### src/rtl/lector_memoria_pixeles.sv
// Frame-memory reader for buffer_pixeles_mem: one read outstanding, 4 pixels per 32-bit word, save strobe the cycle after mem_ready.
// Backpressure: a new request is issued only while the credit (pixels held downstream) is <= 4, so the two-word buffer never overflows.
module lector_memoria_pixeles #(
  parameter int          ADDR_WIDTH = 18,
  parameter int unsigned BASE_ADDR  = 0,
  parameter int unsigned NUM_WORDS  = 16384
) (
  input  logic                  clk,
  input  logic                  reset,
  input  logic                  start,
  output logic [ADDR_WIDTH-1:0] mem_addr,
  output logic                  mem_rd,
  input  logic [31:0]           mem_data_in,
  input  logic                  mem_ready,
  output logic [31:0]           memory_data,
  output logic                  save_mem_data,
  input  logic                  read_pixel,
  output logic                  busy,
  output logic                  done,
  output logic                  underrun
);

  localparam int                    CNT_W     = (NUM_WORDS > 1) ? $clog2(NUM_WORDS) : 1;
  localparam logic [CNT_W-1:0]      LAST_WORD = CNT_W'(NUM_WORDS - 1);
  localparam logic [ADDR_WIDTH-1:0] BASE      = ADDR_WIDTH'(BASE_ADDR);

  typedef enum logic [2:0] {IDLE, REQ, WAIT, SAVE, DRAIN} state_t;

  state_t                  state, state_nxt;
  logic [3:0]              credit, credit_nxt;
  logic [CNT_W-1:0]        word_cnt;
  logic [ADDR_WIDTH-1:0]   addr;
  logic                    start_ok;
  logic                    consume;

  always_comb begin
    state_nxt     = state;
    mem_rd        = 1'b0;
    save_mem_data = 1'b0;
    done          = 1'b0;
    start_ok      = 1'b0;
    case (state)
      IDLE: begin
        if (start) begin
          start_ok  = 1'b1;
          state_nxt = REQ;
        end
      end
      REQ: begin
        if (credit <= 4'd4) begin
          mem_rd    = 1'b1;
          state_nxt = WAIT;
        end
      end
      WAIT: begin
        if (mem_ready) state_nxt = SAVE;
      end
      SAVE: begin
        save_mem_data = 1'b1;
        state_nxt     = (word_cnt == LAST_WORD) ? DRAIN : REQ;
      end
      DRAIN: begin
        if (credit == 4'd0) begin
          done      = 1'b1;
          state_nxt = IDLE;
        end
      end
      default: state_nxt = IDLE;
    endcase
  end

  // busy drops in the same cycle done pulses
  assign busy     = (state != IDLE) && !done;
  assign mem_addr = addr;

  // A read at zero credit is an underrun and must not wrap the counter
  assign consume    = read_pixel && (credit != 4'd0);
  assign credit_nxt = credit + (save_mem_data ? 4'd4 : 4'd0) - (consume ? 4'd1 : 4'd0);

  always_ff @(posedge clk or negedge reset) begin
    if (!reset) begin
      state       <= IDLE;
      credit      <= 4'd0;
      word_cnt    <= '0;
      addr        <= BASE;
      memory_data <= 32'd0;
      underrun    <= 1'b0;
    end else begin
      state  <= state_nxt;
      credit <= credit_nxt;
      if (start_ok) begin
        word_cnt <= '0;
        addr     <= BASE;
      end else if (save_mem_data) begin
        word_cnt <= word_cnt + CNT_W'(1);
        addr     <= addr + ADDR_WIDTH'(1);
      end
      if (state == WAIT && mem_ready) memory_data <= mem_data_in;
      if (start_ok) underrun <= 1'b0;
      else if (read_pixel && credit == 4'd0) underrun <= 1'b1;
    end
  end

endmodule

### config.mk
export PLATFORM = sky130hd
export DESIGN_NAME = lector_memoria_pixeles
export DESIGN_NICKNAME = d
export VERILOG_FILES = /design/src/rtl/lector_memoria_pixeles.sv
export SDC_FILE = /design/constraint.sdc
export NUM_CORES = 1
export LEC_CHECK = 0
export ABC_AREA = 1
export CORE_MARGIN = 2
export CORE_UTILIZATION = 44
export DETAILED_ROUTE_END_ITERATION = 6
export PLACE_DENSITY_LB_ADDON = 0.05
export SLEW_MARGIN = 5
export SYNTH_ARGS = -nofsm -noshare
export SYNTH_HDL_FRONTEND = slang
export SYNTH_SLANG_ARGS = --single-unit
### constraint.sdc
create_clock -name clk -period 1.8 [get_ports clk]
set_input_delay 0.18 -clock clk [delete_from_list [all_inputs] [get_ports clk]]
set_output_delay 0.18 -clock clk [all_outputs]
set_load 0.01 [all_outputs]
==> flow_summary.ini, run 1 <==
[run_status]
status = finished, final reports clean

[sta]
timing.final.max_slew_violations = 0
setup_violations = 0
fin_crit_sh = 0.957
tightest_slew_ps = 621
rsz0062_at_grt = false
layout_min_cycle_time_ps = 1720
finalHoldViolCount = 0
setup_ws_ps = 78.2
relSlewSlack = 0.586
clock_skew_ps = 15.8
max_freq_mhz = 581

[power]
irDropWorstVdd_v = 0.000835
seqPwrFrac = 0.359
p_clk_frac = 0.228
p_leak_nw = 2.39
sw_frac_of_total = 0.305
pwr_density_cell_mw_per_mm2 = 1350
internal_power_w = 0.00469
p_total_w = 0.00675
combinationalPowerShare = 0.412
p_sw_w = 0.00206

[worst_setup_path]
slowest_delay_ps = 560
critPathBufInv = 1
critical_path.cell_chain = nand2_1 > nor2_1 > clkdlybuf4s50_1
critPathMaxFanout = 6
path_class = reg -> out
start_kind = flip-flop
cp_slowest_cell = clkdlybuf4s50_1
arrival_ps = 1540
cp_top_family = buffers and inverters
endpoint_kind = primary output
required_ps = 1620

[synth]
yosysSeqAreaShare = 0.497
mappedNetlistNets = 432
synth_edf_count = 0
avgSynthCellArea_sq_um = 9.31
synth.most_common_cell = nand2_1
synth-async-reset-ratio = 1.00
synth_ff_type = dfrtp_1
synth_top_area_share = 0.497
ys_top_cells_by_count = nand2_1 (82), dfrtp_1 (72), nor2_1 (59), inv_1 (49), mux2_4 (30)
synth-seq-cells = 72
synthCells = 389
yosysTopAreaCell = dfrtp_1
ys_types = 30
ys_warn_count = 0
synthTopCellsByArea = dfrtp_1 (50%), mux2_4 (12%), nand2_1 (8.5%)
netlist_area_sq_mm = 0.00362

[routing]
finalWirelength_um = 7810
firstDrtPassIters = 4
drc_errors = 0
routed-via-count = 2894
wire_per_inst_um = 12.9
antenna_left = 0
avgViaCountPerCell = 4.77
initialDrtViolationCount = 76

[placement]
gp_congestion = 0.853
place_hpwl_um = 5640
placed_area_sq_mm = 0.00474
place_ws_ps = -8.11
port_buffers = 91

[cells_and_area]
postLayoutCellArea_sq_mm = 0.00501
drive_gt1_frac = 0.155
nets = 540
area_delta_synth_final_pct = 38.4
insertedDiodeCount = 0
finalCoreUtilization = 0.620

[clock_network]
cts_root_buffer = clkbuf_8
clock-sinks = 72
cts_buffers = 9
htree_levels = 3
clk_path_buf_depth = 2
clk_latency_ps = 350
tritoncts = built
path_clk_slew_ps = 80

[die]
die_y_um = 94.7
core_area_sq_mm = 0.00809
rows = 33
die_w_um = 94.7
pin_count = 92
start_util = 0.448
die_area_sq_mm = 0.00898

[hold_path]
hold_class = in -> async

[global_route]
grt_pass1_vias = 2798
grt_use_total = 0.179
overflow = 0
grt_max_degree = 29
grt_pass1_wl_um = 12600
antenna_found_initial = 0

[run]
maxCapViolations = 0
-- power by group through the flow --
stage / clock, W / combinational [W] / sequential [W]
floorplan: 0 / 0.00132 / 0.00259
global placement: 0 / 0.00277 / 0.00241
detailed placement: 0 / 0.00282 / 0.00243
CTS: 0.00159 / 0.00283 / 0.00242
global route: 0.00165 / 0.00304 / 0.00249
finish: 0.00154 / 0.00278 / 0.00243
-- cells by family after synthesis --
| group | count (synthesis) | share of synthesized area |
|---|---|---|
| buffers and inverters | 59 | 0.0715 |
| DFF | 72 | 0.497 |
| xor gates and xnor gates | 4 | 0.00967 |
| AOI/OAI and AO/OA | 35 | 0.0535 |
| adders and majority gates | 6 | 0.0228 |
| and+or+nand+nor | 181 | 0.215 |
| muxes | 32 | 0.131 |
-- layout by cell type (no fill, tap or decap), types with 3 or more instances in the layout --
| cell | synthesis | final |
|---|---|---|
| a21oi_1 | 14 | 14 |
| buf_12 | 0 | 4 |
| buf_4 | 3 | 11 |
| bufinv_16 | 0 | 3 |
| clkbuf_8 | 0 | 9 |
| clkdlybuf4s50_1 | 0 | 87 |
| dfrtp_1 | 72 | 70 |
| ha_1 | 5 | 5 |
| inv_1 | 49 | 48 |
| mux2_4 | 30 | 30 |
| nand2_1 | 82 | 82 |
| nand3_1 | 18 | 18 |
| nand4_1 | 6 | 6 |
| nor2_1 | 59 | 58 |
| nor2_4 | 4 | 4 |
| nor3_1 | 6 | 5 |
| o21ai_0 | 14 | 14 |
-- per-stage QoR --
step / instances / setup TNS, ps / hold WS, ps
after floorplan: 389 / 0 / -116
after global placement: 589 / 0 / 232
after detailed placement: 589 / -8.11 / 237
after CTS: 607 / 0 / 404
after global routing: 607 / 0 / 428
final: 607 / 0 / 386
-- final timing paths --
check / startpoint / to / slack [ps] / cells past startpoint
setup / recovery: state[1] / save_mem_data / 80 / 3
max in group asynchronous: reset / memory_data[23] / 860 / 3
hold reg to reg: underrun / underrun / 510 / 1
hold / removal: reset / mem_addr[7] / 390 / 2
setup reg to reg: state[2] / credit[3] / 110 / 6
min in group clk: mem_data_in[27] / memory_data[27] / 440 / 2
-- repair_timing --
| item | CTS | global route |
|---|---|---|
| pin swaps | 1 | 1 |
| cloned | 0 | 0 |
| buffers inserted | 1 | 0 |
| endpoints found under the setup margin | 3 | 2 |
| endpoints found under the hold margin | 22 | 0 |
| resized for setup | 12 | 2 |
| hold buffers | 1 | 0 |
-- state kept, by name (all words and copies together) (netlist names) --
name         flops
memory_data     32
mem_addr        18
word_cnt        14
credit           4
state            3
underrun         1
-- layer usage --
layer	global-route usage	share of wire	wire [um]	vias up
met4	0.0556	0.011	88	0
met2	0.314	0.51	3990	57
met5	0	0	0	-
li1	-	-	-	1459
met3	0.0415	0.041	320	8
met1	0.217	0.44	3420	1370
-- final cells by class --
type / instances / area (sq um)
Sequential cell: 72 / 1800
Multi-Input combinational cell: 258 / 1590
Inverter: 50 / 188
Clock inverter: 7 / 119
Tap cell: 105 / 131
Clock buffer: 9 / 124
Fill cell: 743 / 3080
Timing Repair Buffer: 106 / 1060
(Power assumes the default switching activity.)
==> run 2: changes to the inputs <==
--- a/config.mk
+++ b/config.mk
@@ -8,6 +8,7 @@
 export ABC_AREA = 1
 export CORE_MARGIN = 2
 export CORE_UTILIZATION = 44
+export CTS_CLUSTER_SIZE = 40
 export DETAILED_ROUTE_END_ITERATION = 6
 export PLACE_DENSITY_LB_ADDON = 0.05
 export SLEW_MARGIN = 5
==> results of run 2 <==
Final layout, timing and power as in run 1 (identical DEF).
